===== src/rtl/mips_fetch_pkg.sv =====
// Shared types and default constants for the MIPS instruction fetch unit.
package mips_fetch_pkg;

    typedef enum logic {
        RUN,
        HALT_MISALIGN
    } fetch_state_t;

    typedef struct packed {
        logic [63:0] pc;
        logic [31:0] inst;
    } fetch_entry_t;

    localparam logic [63:0] DEF_RESET_PC   = 64'h0000_0000_0000_0000;
    localparam logic [63:0] DEF_EXC_VECTOR = 64'h0000_0000_8000_0180;

endpackage


===== src/rtl/mips_fetch_fifo.sv =====
// Small synchronous FIFO of fetch entries with push, pop, flush and occupancy count.
module mips_fetch_fifo
    import mips_fetch_pkg::*;
#(
    parameter int DEPTH = 2,
    localparam int AW = (DEPTH > 1) ? $clog2(DEPTH) : 1,
    localparam int CW = $clog2(DEPTH + 1)
) (
    input  logic          clock,
    input  logic          reset,
    input  logic          push,
    input  logic          pop,
    input  logic          flush,
    input  fetch_entry_t  din,
    output fetch_entry_t  dout,
    output logic [CW-1:0] count
);

    fetch_entry_t  mem [DEPTH];
    logic [AW-1:0] wr_ptr;
    logic [AW-1:0] rd_ptr;
    logic          wr_en;
    logic          rd_en;

    function automatic logic [AW-1:0] bump(input logic [AW-1:0] p);
        return (p == AW'(DEPTH - 1)) ? '0 : p + 1'b1;
    endfunction

    // a push into a full FIFO is only accepted when the head leaves the same cycle
    assign rd_en = pop && (count != '0);
    assign wr_en = push && ((count != CW'(DEPTH)) || rd_en);
    assign dout  = mem[rd_ptr];

    always_ff @(posedge clock) begin
        if (!reset || flush) begin
            wr_ptr <= '0;
            rd_ptr <= '0;
            count  <= '0;
        end else begin
            if (wr_en) wr_ptr <= bump(wr_ptr);
            if (rd_en) rd_ptr <= bump(rd_ptr);
            count <= count + CW'(wr_en) - CW'(rd_en);
        end
    end

    always_ff @(posedge clock) begin
        if (reset && !flush && wr_en) mem[wr_ptr] <= din;
    end

endmodule


===== src/rtl/mips_fetch_unit.sv =====
// Instruction fetch: owns the PC, issues imem requests, queues returned words
// for decode and handles redirects, exceptions and misaligned targets.
module mips_fetch_unit
    import mips_fetch_pkg::*;
#(
    parameter logic [63:0] RESET_PC        = DEF_RESET_PC,
    parameter logic [63:0] EXC_VECTOR      = DEF_EXC_VECTOR,
    parameter int          MAX_OUTSTANDING = 2
) (
    input  logic        clock,
    input  logic        reset,
    output logic        imem_req_valid,
    input  logic        imem_req_ready,
    output logic [63:0] imem_addr,
    input  logic        imem_resp_valid,
    input  logic [31:0] imem_resp_data,
    output logic        inst_valid,
    input  logic        inst_ready,
    output logic [31:0] inst,
    output logic [63:0] inst_pc,
    input  logic        redirect_valid,
    input  logic [63:0] redirect_pc,
    input  logic        except_req,
    output logic        fetch_misaligned
);

    fetch_state_t state, state_nxt;
    logic [63:0]  pc, pc_nxt;
    logic [1:0]   drop_cnt, drop_nxt;
    logic [1:0]   outstanding;
    logic [1:0]   q_count;
    fetch_entry_t shadow_din, shadow_head;
    fetch_entry_t q_din, q_head;
    logic         ctrl;
    logic         req_fire;
    logic         resp_fire;
    logic         resp_drop;
    logic         q_push;
    logic         q_pop;

    assign ctrl = except_req || redirect_valid;

    assign imem_req_valid = reset && (state == RUN) && !ctrl &&
                            (({1'b0, outstanding} + {1'b0, q_count}) < 3'(MAX_OUTSTANDING));
    assign imem_addr      = pc;
    assign req_fire       = imem_req_valid && imem_req_ready;

    // a response with nothing in flight is a protocol error and is ignored
    assign resp_fire = imem_resp_valid && (outstanding != 2'd0);
    assign resp_drop = resp_fire && (drop_cnt != 2'd0);
    assign q_push    = resp_fire && !resp_drop && !ctrl;
    assign q_pop     = inst_valid && inst_ready;

    // PC of every in-flight request, in issue order; its occupancy is the in-flight count
    assign shadow_din = '{pc: pc, inst: 32'd0};

    mips_fetch_fifo #(.DEPTH(2)) u_shadow (
        .clock (clock),
        .reset (reset),
        .push  (req_fire),
        .pop   (resp_fire),
        .flush (1'b0),
        .din   (shadow_din),
        .dout  (shadow_head),
        .count (outstanding)
    );

    always_comb begin
        q_din      = shadow_head;
        q_din.inst = imem_resp_data;
    end

    mips_fetch_fifo #(.DEPTH(2)) u_queue (
        .clock (clock),
        .reset (reset),
        .push  (q_push),
        .pop   (q_pop),
        .flush (ctrl),
        .din   (q_din),
        .dout  (q_head),
        .count (q_count)
    );

    always_comb begin
        state_nxt = state;
        pc_nxt    = pc;
        drop_nxt  = drop_cnt;
        if (resp_drop) drop_nxt = drop_cnt - 2'd1;
        if (req_fire)  pc_nxt   = pc + 64'd4;
        // every response still in flight after a control transfer is stale; the
        // in-flight count already covers drops that were pending before
        if (except_req) begin
            state_nxt = RUN;
            pc_nxt    = EXC_VECTOR;
            drop_nxt  = outstanding - {1'b0, resp_fire};
        end else if (redirect_valid) begin
            state_nxt = (redirect_pc[1:0] != 2'b00) ? HALT_MISALIGN : RUN;
            pc_nxt    = redirect_pc;
            drop_nxt  = outstanding - {1'b0, resp_fire};
        end
    end

    always_ff @(posedge clock) begin
        if (!reset) begin
            state    <= RUN;
            pc       <= RESET_PC;
            drop_cnt <= 2'd0;
        end else begin
            state    <= state_nxt;
            pc       <= pc_nxt;
            drop_cnt <= drop_nxt;
        end
    end

    assign inst_valid       = (q_count != 2'd0);
    assign inst             = inst_valid ? q_head.inst : 32'd0;
    assign inst_pc          = inst_valid ? q_head.pc : 64'd0;
    assign fetch_misaligned = (state == HALT_MISALIGN);

endmodule


===== config.mk =====
export PLATFORM = sky130hd
export DESIGN_NAME = mips_fetch_unit
export DESIGN_NICKNAME = d
export VERILOG_FILES = /design/src/rtl/mips_fetch_pkg.sv /design/src/rtl/mips_fetch_fifo.sv /design/src/rtl/mips_fetch_unit.sv
export SDC_FILE = /design/constraint.sdc
export NUM_CORES = 1
export LEC_CHECK = 0
export BUFFER_PORTS_ARGS = -buffer_cell sky130_fd_sc_hd__buf_2
export CORE_MARGIN = 1.5
export CORE_UTILIZATION = 52
export CTS_CLUSTER_SIZE = 8
export DETAILED_ROUTE_END_ITERATION = 8
export PLACE_DENSITY = 0.88
export SLEW_MARGIN = 20
export SYNTH_ARGS = -nofsm -noshare
export SYNTH_HDL_FRONTEND = slang
export SYNTH_HIERARCHICAL = 1
export SYNTH_SLANG_ARGS = --single-unit
export TNS_END_PERCENT = 50

===== constraint.sdc =====
create_clock -name clock -period 9.19 [get_ports clock]
set_input_delay 0.919 -clock clock [delete_from_list [all_inputs] [get_ports clock]]
set_output_delay 0.919 -clock clock [all_outputs]
set_load 0.03 [all_outputs]

==> impl_results.md, run 1 <==
- Outcome: complete, no violations
- Critical Path AT: 4520 ps
- Ratio of cells with drive above 1 in the final layout: 34.3%
- Clock skew: 27.9 ps
- Wire per inst: 21.8 µm
- Worst EP required: 9380 ps
- Initial Util: 52.8%
- Final nets: 1592
- # IOs: 266
- Worst Setup SP: u_shadow/count[0]$_SDFF_PP0_
- Iter 0 DRT Violations: 1473
- DRC viols: 0
- Non-filler cells, final: 1971
- TritonCTS clock tree: built
- Max-slew violations: 0
- Post-synthesis cell count: 1211
- Setup Buffers After CTS: 0
- Worst slew margin: 24.4%
- WP buf/inv: 2
- Post-Syn Area: 0.0171 mm²
- MaxCap Viol Count: 0
- Fill cells: 2350
- Global Route Usage Sum: 24.8%
- YS warnings: 6
- Largest net degree at the start of global routing: 98
- Cts bufs inserted: 55
- Crit path max-delay family: simple AND/OR/NAND/NOR gates
- Post-route ant nets: 0
- Hold buffers post-CTS: 0
- RR Startpoint: u_shadow/count[0]$_SDFF_PP0_
- Worst r2r path cells: 8
- Pwr Density: 194 mW/mm²
- Final setup viols: 0
- First-pass GRT wire length: 64300 µm
- Mean Syn Cell Area: 14.2 µm²
- Vias: 11500
- Placed Cells: 1865
- R2R Path End: u_shadow/mem[0][61]$_DFFE_PP_
- Leak: 7.60 nW
- Initial antenna violation count: 2
- Max incr delay on CP: 780 ps
- Clock root cell: clkbuf_16
- Sink Count: 397
- Core area: 0.0325 mm²
- CTS H-tree depth: 2
- Synthesized Nets: 1322
- Crit-path cells: and2_1, fa_1, or3b_1, or4_4, inv_2, o31ai_4, nor3_2, buf_4
- Number of detailed-route iterations in the first pass: 6
- Fmax: 231 MHz
- CP Class: register to register
- Die X-Extent: 185 µm
- Worst hold path stage count: 0
- Hold slack: 515 ps
- Placed wire-length estimate: 27000 µm
- Number of global-route vias before repair: 11300
- Tightest Hold Check Type: register to register
- CP Launch Type: register
- Post-Route Setup TNS: 0 ps
- Routed WL: 43000 µm
- Final period utilization: 47.1%
- Post-CTS Resized: 0
- RSZ-0062 raised after global routing: no
- Std cell rows: 66
- Worst-path clk slew: 50 ps
- Die H: 185 µm
- Worst setup EP type: register
- Longest Clk Path Bufs: 3
- Min-Delay Endpoint: u_shadow/mem[1][33]$_DFFE_PP_
- Crit-path max FO: 74
- Via-per-instance ratio: 5.82
- Peak supply drop: 0.123 mV
- Worst Tran Pin Value: 1130 ps
- I/O Buffers: 265
- Final estimated routing congestion in global placement: 0.917
- Min Tclk post-route: 4330 ps
- Clock latency on the worst-skew pair: 570 ps
- Area growth syn-to-layout: 19.2%
- Total grt overflow: 0
- Slowest-stage cell, CP: or4_4
- R2R Setup Slk: 4860 ps
- Die area: 0.0341 mm²
- Hold Vio Cnt, Final: 0
-- worst max path at each step --
stage	end	slack, ps	cells after the start
after floorplan	u_queue/mem[0][0]$_DFFE_PP_	360	6
after global placement	u_shadow/mem[0][87]$_DFFE_PP_	4820	8
after detailed placement	u_shadow/mem[1][88]$_DFFE_PP_	4750	8
after CTS	u_shadow/mem[0][94]$_DFFE_PP_	4920	8
after global routing	u_shadow/mem[0][89]$_DFFE_PP_	4700	8
final	u_shadow/mem[0][61]$_DFFE_PP_	4860	8
-- registers in the layout, summed over array words and instances (netlist names), named ones only --
name,cells
drop_cnt,2
fetch_misaligned,1
imem_addr,62
u_queue/count,2
u_queue/mem,192
u_queue/rd_ptr,1
u_queue/wr_ptr,1
u_shadow/count,2
u_shadow/mem,128
u_shadow/rd_ptr,1
u_shadow/wr_ptr,1
-- per-layer routing --
metal  vias to the layer above  wire (µm)  track usage (%)  share of wire (%)
li1                       5096          -                -                  -
met1                      5545      16400             31.4                 38
met2                       693      20700             40.4                 48
met3                       131       3860             4.92                9.0
met4                         0       2040             12.7                4.7
met5                         -          0                0                  0
-- layout make-up --
type / instances / area [µm²] / area share [%]
antenna: 2 / 5.00 / 0.0245
clock buffer: 101 / 1570 / 7.69
clock inverter: 2 / 25.0 / 0.122
inverter: 21 / 78.8 / 0.386
multi-input combinational: 726 / 5580 / 27.3
sequential: 397 / 11200 / 54.6
tap: 442 / 553 / 2.71
timing repair buffer: 280 / 1460 / 7.14
-- through the flow --
step | worst slack [ps] | area (µm²) | utilization [%] | power (mW)
2_1_floorplan | 362 | 17100 | - | 2.06
3_3_place_gp | 4820 | 18800 | 57.9 | 2.12
3_5_place_dp | 4750 | 18800 | 57.9 | 2.13
4_1_cts | 4920 | 20400 | 62.9 | 3.98
5_1_grt | 4700 | 20400 | 62.9 | 4.07
6_report | 4860 | 20400 | 63.0 | 3.96
-- layout by cell type, fill, tap and decap left out, types with 4 or more instances in the layout --
| cell | n |
|---|---|
| nand3_1 | 38 |
| a22oi_1 | 5 |
| nand2_1 | 45 |
| ha_1 | 7 |
| nor2_1 | 63 |
| o21ai_0 | 25 |
| a211oi_1 | 5 |
| xnor2_1 | 27 |
| buf_2 | 265 |
| buf_4 | 14 |
| nand4_1 | 26 |
| mux2_4 | 82 |
| and2_1 | 114 |
| a31oi_1 | 25 |
| o31a_1 | 4 |
| a221oi_1 | 8 |
| xor2_1 | 6 |
| nor4_1 | 16 |
| o21a_1 | 7 |
| dfxtp_1 | 75 |
| inv_1 | 18 |
| nor3_1 | 21 |
| a21oi_1 | 39 |
| edfxtp_1 | 320 |
| nor3_2 | 5 |
| mux2_2 | 80 |
| o22ai_1 | 17 |
| clkbuf_16 | 56 |
| clkbuf_1 | 45 |
| and3_1 | 11 |
-- where the power goes --
part           leakage (nW)  switching [mW]  total [mW]  internal [mW]
Combinational          3.30          0.0836       0.129         0.0454
Clock                 0.755           0.723        1.86           1.14
Sequential             3.54          0.0252        1.97           1.94
Total                  7.60           0.832        3.96           3.12
Note: power is estimated with default switching activity, not from simulation.
==> inputs of run 2 (changes only) <==
==> constraint.sdc (replaced) <==
create_clock -name clock -period 3.8 [get_ports clock]
set_input_delay 0.38 -clock clock [delete_from_list [all_inputs] [get_ports clock]]
set_output_delay 0.38 -clock clock [all_outputs]
set_load 0.03 [all_outputs]
==> run 2 against run 1 <==
Largest power group unchanged. Worst hold slack got worse by 500 ps. Non-clock buffer count rose by 4. Final area rose by 0.44%. Sequential power rose by 140%. Register-to-register slack got worse by 4600 ps. Clock-buffer cell count fell by 13. Critical path type unchanged. Highest routed layer is now met5.
==> impl_results.md, run 2 (synthesis gave the netlist of run 1 again) <==
- Initial antenna violation count: 6
- Crit-path cells: and2_1, fa_1, or3b_1, or4_4, inv_4, buf_4, nor2_2, a21o_1, a221oi_1, nor2_1
- Final period utilization: 92.4%
- Fmax: 285 MHz
- Peak supply drop: 0.295 mV
- MaxCap Viol Count: 0
- Post-DP Area: 0.0189 mm²
- Number of detailed-route iterations in the first pass: 5
- Clock latency on the worst-skew pair: 560 ps
- Post-CTS Resized: 0
- Total grt overflow: 0
- Max-slew violations: 0
- R2R Setup Slk: 290 ps
- Largest net degree at the start of global routing: 98
- Area growth syn-to-layout: 19.7%
- CP Class: register to register
- CP endpoint: imem_addr[28]$_SDFFE_PP0P_
- Worst slew margin: 40.6%
- Worst hold path stage count: 1
- Leading cell type in the layout, fill and taps excluded: edfxtp_1
- Worst slack, placed: 259 ps
- Cts bufs inserted: 55
- Worst r2r path cells: 10
- Pwr Density: 461 mW/mm²
- Tightest Hold Check Type: input pin to register
- Worst setup EP type: register
- Std cell rows: 66
- Largest register FFs: 192
- Hold Vio Cnt, Final: 0
- I/O Buffers: 265
- Routed WL: 41500 µm
- Slowest-stage cell, CP: or4_4
- Ratio of cells with drive above 1 in the final layout: 35.1%
- # IOs: 266
- Worst Tran Pin Value: 890 ps
- Final nets: 1596
- Sink Count: 397
- Max incr delay on CP: 600 ps
- Crit-path max FO: 34
- Commonest non-fill, non-tap cells in the layout: 320 x edfxtp_1, 265 x buf_2, 113 x and2_1, 82 x mux2_4, 80 x mux2_2
- Initial Util: 52.8%
- Global Route Usage Sum: 23.9%
- Core area: 0.0325 mm²
- Clock root cell: clkbuf_16
- Clock skew: 24.3 ps
- Placed Cells: 1869
- CP Launch Type: register
- First-pass GRT wire length: 62000 µm
- Outcome: complete, no violations
- Wire per inst: 21.1 µm
- Hold slack: 16.7 ps
- RSZ-0062 raised after global routing: no
- DRC viols: 0
- Die X-Extent: 185 µm
- Worst EP required: 4220 ps
- Final setup viols: 0
- Min Tclk post-route: 3510 ps
- Via-per-instance ratio: 5.74
- Number of global-route vias before repair: 11100
- Critical Path AT: 3930 ps
- Non-filler cells, final: 1965
- CTS H-tree depth: 2
- PnR worst setup slack: 288 ps
- Vias: 11300
- R2R Path End: imem_addr[28]$_SDFFE_PP0P_
- Iter 0 DRT Violations: 1134
- Worst Setup SP: u_shadow/count[0]$_SDFF_PP0_
- Die H: 185 µm
- RR Startpoint: u_shadow/count[0]$_SDFF_PP0_
- TritonCTS clock tree: built
- Leak: 7.65 nW
- Final Cell Area: 0.0205 mm²
- Worst-path clk slew: 50 ps
- Post-route ant nets: 0
- Die area: 0.0341 mm²
- Longest Clk Path Bufs: 3
- Placed wire-length estimate: 26600 µm
- Final estimated routing congestion in global placement: 0.875
- Biggest register: u_queue/mem
-- run 2: cell types whose count changed in the layout (fill, tap and decap cells not counted), sizes merged --
cell / before / now
clkbuf: 101 / 88
inv: 22 / 21
diode: 2 / 6
buf: 280 / 283
dlygate4sd3: 0 / 1
-- run 2: per-layer routing --
layer  GRT usage, %  up-vias  part of all wire [%]
met4           11.5        2                   4.1
met2           39.8      516                    49
met1           30.0     5535                    39
met5              0        -                 0.031
met3           4.64      118                   7.8
li1               -     5102                     -
-- run 2: area by class of cell --
class / instances / area [µm²]
diodes: 6 / 15.0
clock buffers: 88 / 1540
clock inverters: 1 / 5.00
fillers: 2337 / 11900
inverters: 21 / 81.3
multi-input cells: 726 / 5620
flip-flops and latches: 397 / 11200
well taps: 442 / 553
repair buffers: 284 / 1550
-- run 2: worst min path at each step --
stage / to / start
finish: u_queue/mem[1][26]$_DFFE_PP_ / imem_resp_data[26]
global route: u_queue/mem[0][2]$_DFFE_PP_ / imem_resp_data[2]
CTS: u_queue/mem[0][1]$_DFFE_PP_ / imem_resp_data[1]
detailed placement: u_shadow/mem[1][33]$_DFFE_PP_ / register
global placement: u_shadow/mem[1][33]$_DFFE_PP_ / register
floorplan: u_queue/mem[0][0]$_DFFE_PP_ / imem_resp_data[0]
-- run 2: worst max-delay path: cells and delay by family, from the launching register on --
kind | cells | cell delay [ps]
simple gates | 5 | 1530
buf+inv | 2 | 510
compound gates | 2 | 480
fa+ha+maj | 1 | 440
flops | 1 | 400
-- run 2: timing repair --
item                       4_1_cts  5_1_grt
hold buffers                     0        1
buffers inserted                 0        0
hold endpoints to repair         0        2
setup endpoints to repair        0        0
-- run 2: through the flow --
stage	setup TNS [ps]	util, %	power, mW
2_1_floorplan	-56990	-	4.99
3_3_place_gp	0	58.4	5.13
3_5_place_dp	0	58.4	5.14
4_1_cts	0	63.2	9.52
5_1_grt	0	63.2	9.73
6_report	0	63.2	9.46
-- run 2: report_power, final --
part / internal [mW] / switching [mW] / total, mW
sequential: 4.70 / 0.0611 / 4.76
clock: 2.72 / 1.68 / 4.40
combinational: 0.111 / 0.194 / 0.306
total: 7.53 / 1.93 / 9.46
==> inputs of run 3 (changes only) <==
--- a/config.mk
+++ b/config.mk
@@ -11,7 +11,7 @@
 export CTS_CLUSTER_SIZE = 8
 export DETAILED_ROUTE_END_ITERATION = 8
 export PLACE_DENSITY = 0.88
-export SLEW_MARGIN = 20
+export RECOVER_POWER = 50
 export SYNTH_ARGS = -nofsm -noshare
 export SYNTH_HDL_FRONTEND = slang
 export SYNTH_HIERARCHICAL = 1
==> run 3 against run 2 <==
The flow now finishes with violations (max-capacitance violations, max-slew violations). Register-to-register slack worse by 140 ps. Cell count unchanged. Core utilization decreased by 0.95 points. Largest power group unchanged.
==> impl_results.md, run 3 (synthesis gave the netlist of run 1 again) <==
- Outcome: finished with violations
- Failing checks: max-capacitance violations, max-slew violations
- CTS H-tree depth: 2
- Largest register FFs: 192
- I/O Buffers: 265
- Leak: 7.26 nW
- Initial Util: 52.8%
- Worst slack, placed: 259 ps
- PnR worst setup slack: 152 ps
- Wire per inst: 21.3 µm
- Clock skew: 27.2 ps
- Worst setup EP type: register
- Longest Clk Path Bufs: 3
- Peak supply drop: 0.292 mV
- Biggest register: u_queue/mem
- Die X-Extent: 185 µm
- Core area: 0.0325 mm²
- Hold Vio Cnt, Final: 0
- Iter 0 DRT Violations: 1089
- Tightest Hold Check Type: input pin to register
- Number of detailed-route iterations in the first pass: 5
- Final period utilization: 96.0%
- Sink Count: 397
- Post-route ant nets: 0
- Pwr Density: 468 mW/mm²
- Die H: 185 µm
- Leading cell type in the layout, fill and taps excluded: edfxtp_1
- Placed wire-length estimate: 26600 µm
- Die area: 0.0341 mm²
- Cts bufs inserted: 55
- Final estimated routing congestion in global placement: 0.875
- Worst-path clk slew: 50 ps
- Crit-path max FO: 34
- Vias: 11300
- Clock latency on the worst-skew pair: 560 ps
- Global Route Usage Sum: 23.9%
- Critical Path AT: 4070 ps
- Largest net degree at the start of global routing: 98
- Area growth syn-to-layout: 17.9%
- Placed Cells: 1869
- # IOs: 266
- CP Class: register to register
- Post-CTS Resized: 0
- Non-filler cells, final: 1965
- Total grt overflow: 0
- Min Tclk post-route: 3650 ps
- First-pass GRT wire length: 62000 µm
- Worst Tran Pin Value: 1690 ps
- Std cell rows: 66
- Fmax: 274 MHz
- Clock root cell: clkbuf_16
- Final setup viols: 0
- Final nets: 1596
- TritonCTS clock tree: built
- Via-per-instance ratio: 5.74
- Number of global-route vias before repair: 11100
- MaxCap Viol Count: 2
- Fill cells: 2431
- Ratio of cells with drive above 1 in the final layout: 25.4%
- Max-slew violations: 87
- DRC viols: 0
- Commonest non-fill, non-tap cells in the layout: 320 x edfxtp_1, 185 x buf_2, 113 x and2_1, 113 x clkbuf_1, 74 x dfxtp_1
- Worst slew margin: -12.9%
- Worst EP required: 4220 ps
- Initial antenna violation count: 6
- CP Launch Type: register
- Final Core Density: 62.3%
- Routed WL: 41800 µm
-- run 3: cell count changes in the layout (fill, tap and decap cells not counted), moves of 3 or more --
cell / previous run / this run
clkbuf_1: 31 / 113
buf_2: 265 / 185
mux2_1: 0 / 59
mux2_4: 82 / 43
mux2_2: 80 / 60
dfxtp_1: 71 / 74
-- run 3: per-stage QoR --
stage / instance area, µm² / total power, mW / hold WS (ps) / TNS, ps
after floorplan: 17200 / 4.99 / 479 / -56990
after global placement: 18900 / 5.13 / 468 / 0
after detailed placement: 18900 / 5.14 / 489 / 0
after CTS: 20500 / 9.52 / 1.11 / 0
after global routing: 20200 / 9.72 / 1.71 / -1.42
final: 20200 / 9.46 / 17.0 / 0
-- run 3: area by class of cell --
class                      count  area [µm²]  area share, %
clock buffer                  88        1540           7.63
timing repair buffer         284        1410           6.97
clock inverter                 1        5.00         0.0248
tap                          442         553           2.74
antenna                        6        15.0         0.0743
multi-input combinational    726        5450           27.0
inverter                      21        81.3          0.402
sequential                   397       11200           55.2
-- run 3: report_power, final --
group	total (mW)	switching, mW	internal, mW	leakage, nW
clock network	4.40	1.68	2.72	0.743
logic	0.296	0.195	0.101	2.98
registers	4.76	0.0617	4.70	3.54
-- run 3: worst max-delay path: stages (launching register included) --
cell	delay [ps]
dfxtp_2	400
and2_1	170
fa_1	440
or3b_1	420
or4_4	600
inv_4	120
buf_4	380
nor2_1	360
a21o_1	270
a221oi_1	250
nor2_1	90
-- run 3: routing by layer --
metal | GRT usage [%] | share of wire, % | wire (µm) | vias up
met4 | 11.5 | 4.1 | 1730 | 2
met1 | 30.0 | 39 | 16400 | 5502
met5 | 0 | 0.031 | 13 | -
met3 | 4.64 | 7.8 | 3240 | 124
li1 | - | - | - | 5095
met2 | 39.8 | 49 | 20400 | 547
-- run 3: worst paths after layout --
path / startpoint / to / slack [ps] / cells after the start
setup / recovery: u_shadow/count[0]$_SDFF_PP0_ / imem_addr[28]$_SDFFE_PP0P_ / 150 / 10
hold / removal: imem_resp_data[1] / u_queue/mem[0][1]$_DFFE_PP_ / 20 / 1
setup reg to reg: u_shadow/count[0]$_SDFF_PP0_ / imem_addr[28]$_SDFFE_PP0P_ / 150 / 10
hold reg to reg: u_shadow/rd_ptr$_SDFFE_PP0N_ / u_shadow/rd_ptr$_SDFFE_PP0N_ / 510 / 2
-- run 3: what timing repair did --
| item | 4_1_cts | 5_1_grt |
|---|---|---|
| buffers inserted | 0 | 0 |
| hold buffers | 0 | 1 |
| hold endpoints to repair | 0 | 2 |
